File: config.mk
export PLATFORM = sky130hd
export DESIGN_NAME = lock_sequencer
export DESIGN_NICKNAME = d
export VERILOG_FILES = /design/src/rtl/lock_pkg.sv /design/src/rtl/press_detect.sv /design/src/rtl/lock_sequencer.sv
export SDC_FILE = /design/constraint.sdc
export NUM_CORES = 1
export LEC_CHECK = 0
export CORE_MARGIN = 2
export CORE_UTILIZATION = 40
export DETAILED_ROUTE_END_ITERATION = 12
export PLACE_DENSITY = 0.7
export SLEW_MARGIN = 20
export SYNTH_ARGS = -nofsm -noshare
export SYNTH_HDL_FRONTEND = slang
export SYNTH_HIERARCHICAL = 1
export SYNTH_SLANG_ARGS = --single-unit
export TNS_END_PERCENT = 5
File: constraint.sdc
create_clock -name hwclk -period 2.6 [get_ports hwclk]
set_clock_uncertainty 0.1 [all_clocks]
set_input_delay 0.52 -clock hwclk [delete_from_list [all_inputs] [get_ports hwclk]]
set_output_delay 0.52 -clock hwclk [all_outputs]
set_load 0.01 [all_outputs]
File: src/rtl/lock_pkg.sv
`default_nettype none
// ============================================================================
// Package     : lock_pkg
// Description : Shared definitions for the digital-lock sequencer: FSM state
//               encoding, blink pattern codes and keypad code limits.
// Revision    : 1.0 - initial release
// ============================================================================
package lock_pkg;

  // Sequencer states; 3-bit encoding covers all seven states
  typedef enum logic [2:0] {
    IDLE       = 3'd0,
    ENTRY      = 3'd1,
    CHECK      = 3'd2,
    BLINK_ACK  = 3'd3,
    BLINK_WAIT = 3'd4,
    UNLOCKED   = 3'd5,
    LOCKOUT    = 3'd6
  } lock_state_t;

  // Blink pattern select values
  localparam logic BLINK_OK   = 1'b0;
  localparam logic BLINK_FAIL = 1'b1;

  // Keypad code range; anything outside KEY_MIN..KEY_MAX is not a digit
  localparam logic [3:0] KEY_NONE = 4'd0;
  localparam logic [3:0] KEY_MIN  = 4'd1;
  localparam logic [3:0] KEY_MAX  = 4'd9;

  // True when the key code is an enterable digit
  function automatic logic is_digit(input logic [3:0] key);
    return (key != KEY_NONE) && (key >= KEY_MIN) && (key <= KEY_MAX);
  endfunction

endpackage
`default_nettype wire

File: src/rtl/press_detect.sv
`default_nettype none
// ============================================================================
// Module      : press_detect
// Description : Synchronizes the asynchronous key-held level, detects its
//               rising edge and qualifies the sampled key code as a digit.
//               press_valid is high for exactly one cycle per valid press.
// Revision    : 1.0 - initial release
// ============================================================================
module press_detect
  import lock_pkg::*;
(
  input  logic       clk,
  input  logic       rst,
  input  logic       bstate,
  input  logic [3:0] button,
  output logic       press_valid,
  output logic [3:0] press_digit
);

  logic sync_1;
  logic sync_2;
  logic sync_prev;

  // Two-flop synchronizer followed by one delay stage for edge detection
  always_ff @(posedge clk or posedge rst) begin
    if (rst) begin
      sync_1    <= 1'b0;
      sync_2    <= 1'b0;
      sync_prev <= 1'b0;
    end else begin
      sync_1    <= bstate;
      sync_2    <= sync_1;
      sync_prev <= sync_2;
    end
  end

  // Key code is sampled on the edge cycle; button is stable while held
  always_comb begin
    press_digit = button;
    press_valid = sync_2 && !sync_prev && is_digit(button);
  end

endmodule
`default_nettype wire

File: src/rtl/lock_sequencer.sv
`default_nettype none
// ============================================================================
// Module      : lock_sequencer
// Description : Central controller of the digital lock. Assembles keypad
//               digits into an entry, compares it with the stored code,
//               drives the blinker handshake and the lock/lockout state.
// Revision    : 1.0 - initial release
// ============================================================================
module lock_sequencer
  import lock_pkg::*;
#(
  parameter int          CODE_LEN       = 4,
  parameter logic [27:0] CODE           = 28'h0001234,
  parameter int          MAX_FAILS      = 3,
  parameter int          TIMEOUT_CYCLES = 60_000_000,
  parameter int          LOCKOUT_CYCLES = 120_000_000
) (
  input  logic       hwclk,
  input  logic       rst,
  input  logic [3:0] button,
  input  logic       bstate,
  output logic       start_blinking,
  output logic       blink_type,
  input  logic       done_blinking,
  output logic       unlocked,
  output logic       locked_out,
  output logic [2:0] digit_count,
  output logic [2:0] fail_count
);

  localparam int EW = 4 * CODE_LEN;
  localparam int TW = $clog2(TIMEOUT_CYCLES + 1);
  localparam int LW = $clog2(LOCKOUT_CYCLES + 1);

  localparam logic [EW-1:0] CODE_VAL     = CODE[EW-1:0];
  localparam logic [2:0]    LAST_DIGIT   = 3'(CODE_LEN - 1);
  localparam logic [2:0]    FAIL_LIMIT   = 3'(MAX_FAILS);
  localparam logic [2:0]    FAIL_SAT     = 3'd7;
  localparam logic [TW-1:0] TIMEOUT_LAST = TW'(TIMEOUT_CYCLES - 1);
  localparam logic [LW-1:0] LOCKOUT_LAST = LW'(LOCKOUT_CYCLES - 1);

  lock_state_t   state;
  lock_state_t   next_state;
  logic [EW-1:0] entry;
  logic [TW-1:0] idle_cnt;
  logic [LW-1:0] lock_cnt;
  logic          fail_result;
  logic          press_valid;
  logic [3:0]    press_digit;
  logic          match;
  logic          timeout_hit;
  logic          lockout_done;

  press_detect u_press_detect (
    .clk         (hwclk),
    .rst         (rst),
    .bstate      (bstate),
    .button      (button),
    .press_valid (press_valid),
    .press_digit (press_digit)
  );

  assign match        = (entry == CODE_VAL);
  assign timeout_hit  = (idle_cnt == TIMEOUT_LAST);
  assign lockout_done = (lock_cnt == LOCKOUT_LAST);

  // State register
  always_ff @(posedge hwclk or posedge rst) begin
    if (rst) begin
      state <= IDLE;
    end else begin
      state <= next_state;
    end
  end

  // Next-state logic; a press takes priority over a same-cycle timeout
  always_comb begin
    next_state = state;
    case (state)
      IDLE: begin
        if (press_valid) begin
          next_state = (CODE_LEN == 1) ? CHECK : ENTRY;
        end
      end
      ENTRY: begin
        if (press_valid) begin
          if (digit_count == LAST_DIGIT) begin
            next_state = CHECK;
          end
        end else if (timeout_hit) begin
          next_state = IDLE;
        end
      end
      CHECK: next_state = BLINK_ACK;
      BLINK_ACK: begin
        if (!done_blinking) begin
          next_state = BLINK_WAIT;
        end
      end
      BLINK_WAIT: begin
        if (done_blinking) begin
          if (fail_result == BLINK_OK) begin
            next_state = UNLOCKED;
          end else if (fail_count == FAIL_LIMIT) begin
            next_state = LOCKOUT;
          end else begin
            next_state = IDLE;
          end
        end
      end
      UNLOCKED: begin
        if (press_valid) begin
          next_state = IDLE;
        end
      end
      LOCKOUT: begin
        if (lockout_done) begin
          next_state = IDLE;
        end
      end
      default: next_state = IDLE;
    endcase
  end

  // Entry register, digit/fail counters, idle and lockout timers
  always_ff @(posedge hwclk or posedge rst) begin
    if (rst) begin
      entry       <= '0;
      digit_count <= 3'd0;
      fail_count  <= 3'd0;
      idle_cnt    <= '0;
      lock_cnt    <= '0;
      fail_result <= BLINK_OK;
    end else begin
      lock_cnt <= '0;
      case (state)
        IDLE: begin
          idle_cnt <= '0;
          if (press_valid) begin
            entry       <= EW'(press_digit);
            digit_count <= 3'd1;
          end
        end
        ENTRY: begin
          if (press_valid) begin
            entry       <= EW'({entry, press_digit});
            digit_count <= digit_count + 3'd1;
            idle_cnt    <= '0;
          end else if (timeout_hit) begin
            entry       <= '0;
            digit_count <= 3'd0;
            idle_cnt    <= '0;
          end else begin
            idle_cnt <= idle_cnt + 1'b1;
          end
        end
        CHECK: begin
          entry       <= '0;
          digit_count <= 3'd0;
          fail_result <= match ? BLINK_OK : BLINK_FAIL;
          if (match) begin
            fail_count <= 3'd0;
          end else if (fail_count != FAIL_SAT) begin
            fail_count <= fail_count + 3'd1;
          end
        end
        LOCKOUT: begin
          if (lockout_done) begin
            fail_count <= 3'd0;
          end else begin
            lock_cnt <= lock_cnt + 1'b1;
          end
        end
        default: ;
      endcase
    end
  end

  // Outputs decoded from registered state only; blink_type holds the
  // last verdict so it stays stable through the blinker handshake
  always_comb begin
    start_blinking = (state == CHECK);
    blink_type     = (state == CHECK) ? (match ? BLINK_OK : BLINK_FAIL) : fail_result;
    unlocked       = (state == UNLOCKED);
    locked_out     = (state == LOCKOUT);
  end

endmodule
`default_nettype wire

Yosys cells after proc, flatten, opt, wreduce, memory -nomap -nowiden
Index checks and enable logic that the tools add are counted.

cells by class
  reductions and logical operators = 13
  order comparisons = 2
  equality and inequality tests = 20
  mux-type cells = 27
  $add $sub $neg = 4

operators by type and width
  kind                                                                                 count
  27-bit 2-to-1 mux                                                                    2
  26-bit 2-to-1 mux                                                                    2
  26-bit case mux with 2 select lines                                                  1
  16-bit 2-to-1 mux                                                                    3
  16-bit case mux with 3 select lines                                                  1
  3-bit 2-to-1 mux                                                                     13
  27-bit by 1-bit adder with 27-bit output, second input constant                      1
  27-bit == test, second input constant                                                1
  26-bit by 1-bit adder with 26-bit output, second input constant                      1
  26-bit == test, second input constant                                                1
  3-bit case mux with 7 select lines                                                   1
  16-bit by 13-bit == test with 1-bit output, second input constant                    1
  3-bit by 2-bit == test with 1-bit output, second input constant                      4
  3-bit == test, second input constant                                                 3
  3-bit inequality test, second input constant                                         3
  3-bit case mux with 3 select lines                                                   1
  7-bit AND reduction                                                                  1
  3-bit by 1-bit adder with 3-bit output, second input constant                        2
  2-bit inequality test, second input constant                                         3
  3-bit case mux with 2 select lines                                                   1
  3-bit AND reduction                                                                  2
  4-bit by 1-bit greater-or-equal comparator with 1-bit output, second input constant  1
  4-bit <= comparator, second input constant                                           1
  1-bit logical AND                                                                    4
  other kinds (9)                                                                      12

storage, ports and cells
  input port bits = 8
  register bits after elaboration = 82
  output and inout port bits = 10
  word-level logic and storage cells = 76

Depth between registers and ports, before layout
Gate-level depths: netlist of the first run.

  depth after elaboration = 6
  gate-level depth with buffers = 8
  depth with buffers taken out = 7

Hierarchy
Netlist of the first run, hierarchy kept.

modules (own cells, without submodules)
  module          sequential area each (um^2)  cells an instance  area each (um^2)  instances
  lock_sequencer  1,976.9                      417                4,080.2           1
  press_detect    75.1                         11                 132.6             1

Least setup slack after synthesis of the first run
Ideal clock, no wire load.

  kind = input -> register
  start point = in button[0]
  end point = reg state[2]
  data required time = 2.375 ns
  library setup time = 0.125 ns
  buffers on the path = 1
  setup slack = 0.393 ns
  arrival time = 1.982 ns
  cell stages on the path = 7
  cells stage by stage = nor4_1 and4bb_1 clkbuf_1 nand3b_1 o211ai_1 a211o_1 mux2_4

between the ends
  word-level cells in the longest chain between the ends = 6
  elaborated cells on any way between the ends = 13
  classes of those cells = 2 x order compare; 4 x eq/ne; 2 x mux; 5 x reduce/logical

RTL lines
  item                                                                                                       line                  source
  start, declared                                                                                            lock_sequencer.sv:20  input logic [3:0] button,
  4-bit by 1-bit greater-or-equal comparator with 1-bit output / 4-bit nonzero test (equally long branches)  lock_pkg.sv:32        return (key != KEY_NONE) && (key >= KEY_MIN) && (key <= KEY_MAX);
  1-bit logical AND                                                                                          lock_pkg.sv:32
  1-bit logical AND (*)                                                                                      lock_pkg.sv:32
  1-bit logical AND (*)                                                                                      press_detect.sv:40    press_valid = sync_2 && !sync_prev && is_digit(button);
  via press_valid                                                                                            lock_sequencer.sv:48  logic press_valid;
  3-bit inequality test (no source line) (tied with other cells)                                             -
  7-bit AND reduction (no source line) / 3-bit case mux with 7 select lines (equally long branches)          -
  end signal, assigned                                                                                       lock_sequencer.sv:72  state <= next_state;
  end, declared                                                                                              lock_sequencer.sv:42  lock_state_t state;

Mark *: on every way through the listed nets, which the timed path passes. The rest lies on a longest branch.
A chain may end at the register's enable or synchronous reset.

Worst setup path in the final report of the first run
  start point = reg entry[10]
  end point = out blink_type

between the ends
  word-level cells in the longest chain between the ends = 3

RTL lines
  item                                        line                   source
  start, declared                             lock_sequencer.sv:44   logic [EW-1:0] entry;
  start signal, assigned                      lock_sequencer.sv:140  entry <= EW'(press_digit);
  start signal, assigned                      lock_sequencer.sv:146  entry <= EW'({entry, press_digit});
  16-bit by 13-bit == test with 1-bit output  lock_sequencer.sv:63   assign match = (entry == CODE_VAL);
  1-bit 2-to-1 mux                            lock_sequencer.sv:183  blink_type = (state == CHECK) ? (match ? BLINK_OK : BLINK_FAIL) : fail_result;
  1-bit 2-to-1 mux                            -
  end, declared                               lock_sequencer.sv:23   output logic blink_type,

Every way passes these cells.

==> results of run 1 <==
==> registers in the layout, summed over array words and instances (netlist names) <==
name,cells
digit_count,3
entry,16
fail_count,3
fail_result,1
idle_cnt,26
lock_cnt,27
state,3
u_press_detect/sync_1,1
u_press_detect/sync_2,1
u_press_detect/sync_prev,1
==> power groups by stage <==
stage	Clock [mW]	Sequential, mW	Combinational (mW)
final	0.909	1.59	1.17
after global routing	0.999	1.62	1.29
after CTS	0.943	1.59	1.15
after detailed placement	0	1.62	1.13
after global placement	0	1.61	1.10
after floorplan	0	1.58	0.759
==> cells in the final DEF (no fill, tap or decap), drive strengths merged, types with 2 or more instances in the layout <==
cell type / netlist / layout
nor2b: 3 / 3
nand3: 27 / 27
nor2: 56 / 56
or4: 3 / 3
and4: 5 / 5
xnor2: 20 / 20
buf: 7 / 22
ha: 7 / 7
inv: 11 / 10
mux2i: 2 / 2
o21ai: 9 / 9
or3: 5 / 5
a41oi: 3 / 3
a31oi: 9 / 9
nand2b: 2 / 2
clkinvlp: 0 / 2
nor4b: 3 / 3
clkbuf: 17 / 9
a32o: 5 / 5
nand2: 32 / 32
nor3: 11 / 11
mux2: 5 / 5
and2: 2 / 2
dfrtp: 82 / 82
a21oi: 16 / 16
nor4: 11 / 11
and3: 12 / 12
nand3b: 3 / 3
clkdlybuf4s50: 0 / 16
xor2: 15 / 15
nand4: 14 / 14
a22o: 16 / 16
clkinv: 1 / 6
==> worst max-delay path: stages (launching register included) <==
cell and delay [ns]:
dfrtp_1 0.41, nor4bb_1 0.30, nand4_1 0.20, mux2_4 0.31, dlygate4sd2_1 0.29
==> layer usage <==
layer,routed length (um),part of all wire,vias up
li1,-,-,1588
met1,3995,0.46,1647
met4,73,0.0084,0
met2,4331,0.50,40
met3,289,0.033,8
met5,0,0,-
==> timing repair <==
action,CTS,global route
setup buffers,2,0
endpoints found under the setup margin,1,13
pin swaps,2,3
resized for setup,4,3
==> cell families (layout without fill, tap and decap cells) <==
logic type                 after synthesis  count (layout)
buffers and inverters                   36              67
AOI/OAI and AO/OA                       67              67
and+or+nand+nor                        194             194
adders and majority gates                7               7
xor gates and xnor gates                35              35
DFF                                     82              82
muxes                                    7               7
==> through the flow <==
step                      utilization  hold WS [ns]
after floorplan                     -        0.1736
after global placement         0.4480        0.2379
after detailed placement       0.4480        0.2387
after CTS                      0.4701        0.2561
after global routing           0.4711        0.2683
final                          0.4711        0.2527
==> worst paths after layout <==
| kind | slack (ns) | cells past startpoint | end |
|---|---|---|---|
| setup / recovery | 0.12 | 4 | blink_type |
| hold / removal | 0.25 | 0 | u_press_detect/sync_2$_DFF_PP0_ |
| setup reg to reg | 0.30 | 5 | fail_count[0]$_DFFE_PP0P_ |
| hold reg to reg | 0.25 | 0 | u_press_detect/sync_2$_DFF_PP0_ |
| max in group asynchronous | 1.30 | 3 | idle_cnt[10]$_DFFE_PP0P_ |
| min in group asynchronous | 0.30 | 2 | u_press_detect/sync_prev$_DFF_PP0_ |
==> cell type report <==
cell class,instances,area [sq um]
Fill cell,963,5435
Clock inverter,7,70.07
Multi-Input combinational cell,310,2027
Timing Repair Buffer,39,350.3
Tap cell,136,170.2
Inverter,12,48.80
Sequential cell,82,2052
Clock buffer,9,123.9
==> summary.txt, run 1 <==
Outcome
  – Result of the run: finished clean

Logic synthesis
  – Synthesis-stage register bit count: 82
  – Number of flops mapped to enable cells by yosys: 0
  – Commonest cells in the netlist: dfrtp_1 (82), nor2_1 (56), nand2_1 (32), nand3_1 (26), xnor2_1 (20)
  – Synthesized area per cell: 9.843 sq um
  – Synth Area in XOR/XNOR: 0.07277
  – Post-Synthesis Cell Area: 4213 sq um
  – Part of the Yosys area used for sequential elements: 0.4871
  – Number of standard cells after synthesis: between 400 and 500
  – Net count of the mapped netlist: between 400 and 500
  – Largest cells by area after synthesis: dfrtp_1 (49%), nor2_1 (5.0%), xnor2_1 (4.2%), a22o_1 (3.3%), xor2_1 (3.1%)
  – Top_reg_cell synth: dfrtp_1
  – Count of different cell masters after synthesis: 54
  – Compound-Gate Fraction of Synth Area: 0.1149
  – Share of flip-flops with an asynchronous set or reset after synthesis: 1.000
  – Portion of netlist area occupied by mux cells: 0.01901
  – Share of Yosys cell area claimed by the top area cell type: 0.4871
  – Main combinational cell family by area after synthesis: simple AND/OR/NAND/NOR gates
  – Arithmetic-cell share of the synthesized area counting full adders, half adders and majority gates: 0.02079
  – Area share of and/or/nand/nor cells after synthesis: 0.2474
  – Leading cell type by number of instances after synthesis: dfrtp_1
  – Number of warning messages in the yosys log: 6
  – Cell type contributing the most total cell area after synthesis: dfrtp_1

Floorplan
  – Die Span Y: ~110 um
  – Die width: ~110 um
  – Effective utilization at floorplan: 0.4099
  – Core Box Area: 10280 sq um
  – Ports placed on the boundary: 18
  – Die area: roughly 11000 sq um
  – Total number of placement rows: 37

Power
  – Maximum ir drop on the vdd rail: 532.6 uV
  – Leakage: ~2 nW
  – Total power draw: about 3.7 mW
  – P per Cell Area: 758.9 nW/um^2
  – Internal Power: 2.419 mW
  – Share of total power in sequential cells: 0.434
  – Fraction of power spent switching nets: 0.3416
  – Logic gate share of total power: 0.318
  – Net Switching: 1.255 mW
  – Clock share of power: 0.247

Min path
  – Hold path startpoint: u_press_detect/sync_1$_DFF_PP0_
  – HP Class: register to register

CTS
  – Reg clk slew, reported paths: 0.09 ns
  – TritonCTS Buffers: 9
  – Number of sinks handled by clock tree synthesis: 82
  – Hold_buf cts: 0
  – Max clock buf depth: 2
  – Clock tree root driver cell: clkbuf_8
  – CTS H-Tree Depth: 3
  – Clock tree from TritonCTS: built
  – Clock latency of the later-clocked register in the worst-skew pair: 0.36 ns

Routing
  – Number of vias per cell after detailed routing: 5.518
  – Post-detailed-routing wire length: 8.689 mm
  – Number of routed nets with antenna violations: 0
  – Detailed router's first-iteration violation count: 151
  – Final routed DRC violation total: 0
  – Vias after detailed routing: 3283
  – Detailed-route wire length per cell: 14.60 um
  – Detailed-router iteration count before antenna repair: 4

Placed design
  – Placer congestion estimate: 0.8387
  – Minimum setup slack after placement: -0.1555 ns
  – Total placed cells including tap cells: between 500 and 600
  – IO Port Bufs: 17
  – Placed wire-length estimate after detailed placement: 6.097 mm
  – Instance area after placement: approximately 4600 sq um

GRT
  – Grt total ovfl: 0
  – Pin count of the biggest net entering global routing: 43
  – Global routing met1 resource utilization: 0.2150
  – Via count of the first global-routing pass: 3267
  – Number of antenna violations at the first check in global routing: 0
  – Global routing usage on met2: 0.2734
  – Most utilized layer in the global route result: met2
  – Met3 routing resource usage after global routing: 0.05228
  – Total Routing Usage GR: 0.1678
  – First-pass GRT wire length: 15.37 mm

Critical path
  – Kind of critical path: register to output pin
  – Origin of the worst setup path: entry[10]$_DFFE_PP0P_
  – Required time reported for the critical path endpoint: around 2.0 ns
  – Launching element type of the critical path: register
  – Worst reg2reg path startpoint: lock_cnt[13]$_DFF_PP0_
  – Crit path max fanout: 3
  – Sort of element at the end of the critical path: output pin
  – Arrival time reported for the critical path endpoint: 1.86 ns

STA
  – Setup repair after global routing missed its margin: true
  – Count of endpoints failing hold in the final timing report: 0
  – Setup tns final: 0 ns
  – Slew HR: 0.5274
  – Final critical-path required period: 2.481 ns
  – Number of max-slew violations in the final report: 0
  – Setup-failing EPs final: 0
  – Maximum achievable frequency: 403.0 MHz
  – Transition at the pin with the smallest max-transition slack: 0.7030 ns
  – Final WS setup: 0.1187 ns
  – Portion of the clock cycle consumed by the worst path in the final layout: 0.9543

Cells and area
  – Nets: 469
  – Fraction of final layout cells with drive strength greater than 1: 0.1307
  – Post-Layout Cell Count: 595
  – Ant. Diodes: 0
  – Final Cell Area: between 4000 and 5000 sq um
  – Synthesis-to-layout area growth: 14.94%

Job
  – Max-cap check violation count: 0
Power figures use the tool's default switching activity.
==> inputs of run 2 (changes only) <==
- CELL_PAD_IN_SITES_DETAIL_PLACEMENT: default -> 0
- CELL_PAD_IN_SITES_GLOBAL_PLACEMENT: default -> 1
- PLACE_DENSITY: 0.7 -> 0.82
==> summary.txt, run 2 (synthesized netlist as in run 1, its figures left out) <==
Outcome
  – Result of the run: finished clean

CTS
  – Max clock buf depth: 2
  – Clock tree from TritonCTS: built
  – CTS H-Tree Depth: 3
  – Reg clk slew, reported paths: 0.08 ns
  – Clock tree root driver cell: clkbuf_8
  – Hold_buf cts: 0
  – Number of sinks handled by clock tree synthesis: a little over 80
  – Clock latency of the later-clocked register in the worst-skew pair: about 0.35 ns
  – TritonCTS Buffers: 9

STA
  – Min Hold Slack: 0.2653 ns
  – Count of endpoints failing hold in the final timing report: 0
  – Final critical-path required period: 2.479 ns
  – Slew HR: 0.5319
  – Number of max-slew violations in the final report: 0
  – Maximum achievable frequency: 403.3 MHz
  – Setup-failing EPs final: 0
  – Transition at the pin with the smallest max-transition slack: 0.6964 ns
  – Portion of the clock cycle consumed by the worst path in the final layout: 0.9536
  – Setup repair after global routing missed its margin: false
  – Setup tns final: 0 ns

GRT
  – Via count of the first global-routing pass: 3271
  – Total Routing Usage GR: 0.1659
  – Number of antenna violations at the first check in global routing: 0
  – First-pass GRT wire length: 15.43 mm
  – Grt total ovfl: 0
  – Pin count of the biggest net entering global routing: 80

Placed design
  – Placed wire-length estimate after detailed placement: between 5 and 6 mm
  – Placer congestion estimate: 0.7867
  – Total placed cells including tap cells: 580
  – IO Port Bufs: 17

Power
  – P per Cell Area: approximately 760 nW/um^2
  – Total power draw: 3.668 mW
  – Leakage: 2.015 nW
  – Maximum ir drop on the vdd rail: between 400 and 500 uV

Cells and area
  – Synthesis-to-layout area growth: 14.94%
  – Ant. Diodes: 0
  – Fraction of final layout cells with drive strength greater than 1: 0.1264
  – Nets: around 470
  – Utilization after layout: 0.4711
  – Top library cells by usage in the layout, fill and taps aside: dfrtp_1 (82), nor2_1 (56), nand2_1 (32)
  – Largest register by flop count: lock_cnt
  – Number of fill cells: 1004
  – Largest registers in the final layout: lock_cnt (27), idle_cnt (26), entry (16)
  – Post-Layout Cell Count: 595
  – Commonest non-fill, non-tap cell in the layout: dfrtp_1
  – Largest register FFs: 27

Routing
  – Post-detailed-routing wire length: between 8 and 9 mm
  – Detailed router's first-iteration violation count: 180
  – Detailed-router iteration count before antenna repair: 4
  – Vias after detailed routing: 3248
  – Number of routed nets with antenna violations: 0
  – Number of vias per cell after detailed routing: 5.459
  – Final routed DRC violation total: 0
  – Detailed-route wire length per cell: 14.51 um

Critical path
  – Sort of element at the end of the critical path: output pin
  – Arrival time reported for the critical path endpoint: 1.86 ns
  – Kind of critical path: register to output pin
  – Required time reported for the critical path endpoint: 1.98 ns
  – Crit path max fanout: 3
  – Launching element type of the critical path: register

Job
  – Max-cap check violation count: 0

Floorplan
  – Die width: 106.6 um
  – Ports placed on the boundary: 18
  – Die Span Y: ~110 um
  – Core Box Area: 10280 sq um
  – Total number of placement rows: 37
  – Effective utilization at floorplan: 0.4099
  – Die area: ~11000 sq um

Min path
  – HP Class: register to register
## run 2: critical path: stages (launching register included)
cell and delay [ns]:
dfrtp_1 0.41, nor4bb_1 0.31, nand4_1 0.20, mux2_2 0.31, dlygate4sd2_1 0.29
## run 2: area by class of cell
cell class              instances  area, sq um  area share
repair buffers                 41        361.6     0.07468
multi-input cells             310         2017      0.4165
clock inverters                 2        37.54    0.007752
well taps                     136        170.2     0.03514
clock buffers                  12        155.1     0.03204
inverters                      12        48.80     0.01008
flip-flops and latches         82         2052      0.4238
## run 2: stage by stage
step | instance area [sq um] | setup WS [ns]
2_1_floorplan | 4217 | 0.3926
3_3_place_gp | 4627 | -0.05883
3_5_place_dp | 4627 | -0.1607
4_1_cts | 4838 | 0.06140
5_1_grt | 4842 | 0.02197
6_report | 4842 | 0.1206
## run 2: final timing paths
path / start / endpoint / slack, ns / depth (start not counted)
setup / recovery: entry[10]$_DFFE_PP0P_ / blink_type / 0.12 / 4
hold / removal: u_press_detect/sync_1$_DFF_PP0_ / u_press_detect/sync_2$_DFF_PP0_ / 0.27 / 0
max in group asynchronous: rst / idle_cnt[13]$_DFFE_PP0P_ / 1.48 / 3
min in group asynchronous: rst / u_press_detect/sync_1$_DFF_PP0_ / 0.32 / 2
setup reg to reg: lock_cnt[13]$_DFF_PP0_ / fail_count[0]$_DFFE_PP0P_ / 0.31 / 5
hold reg to reg: u_press_detect/sync_1$_DFF_PP0_ / u_press_detect/sync_2$_DFF_PP0_ / 0.27 / 0
## run 2: layer usage
| metal | up-vias | routed length (um) | global-route usage | share of wire |
|---|---|---|---|---|
| li1 | 1587 | - | - | - |
| met1 | 1610 | 4152 | 0.2209 | 0.48 |
| met2 | 43 | 4138 | 0.2734 | 0.48 |
| met3 | 8 | 273 | 0.04073 | 0.032 |
| met4 | 0 | 71 | 0.03989 | 0.0082 |
| met5 | - | 0 | 0 | 0 |
## run 2: repair_timing
item,4_1_cts,5_1_grt
resized for setup,3,1
endpoints found under the setup margin,1,12
buffers inserted,1,0
pin swaps,2,0
## run 2: report_power, final
group	leakage (nW)	internal, mW	switching [mW]
combinational	0.803	0.537	0.623
clock	0.0946	0.487	0.433
sequential	1.12	1.44	0.147
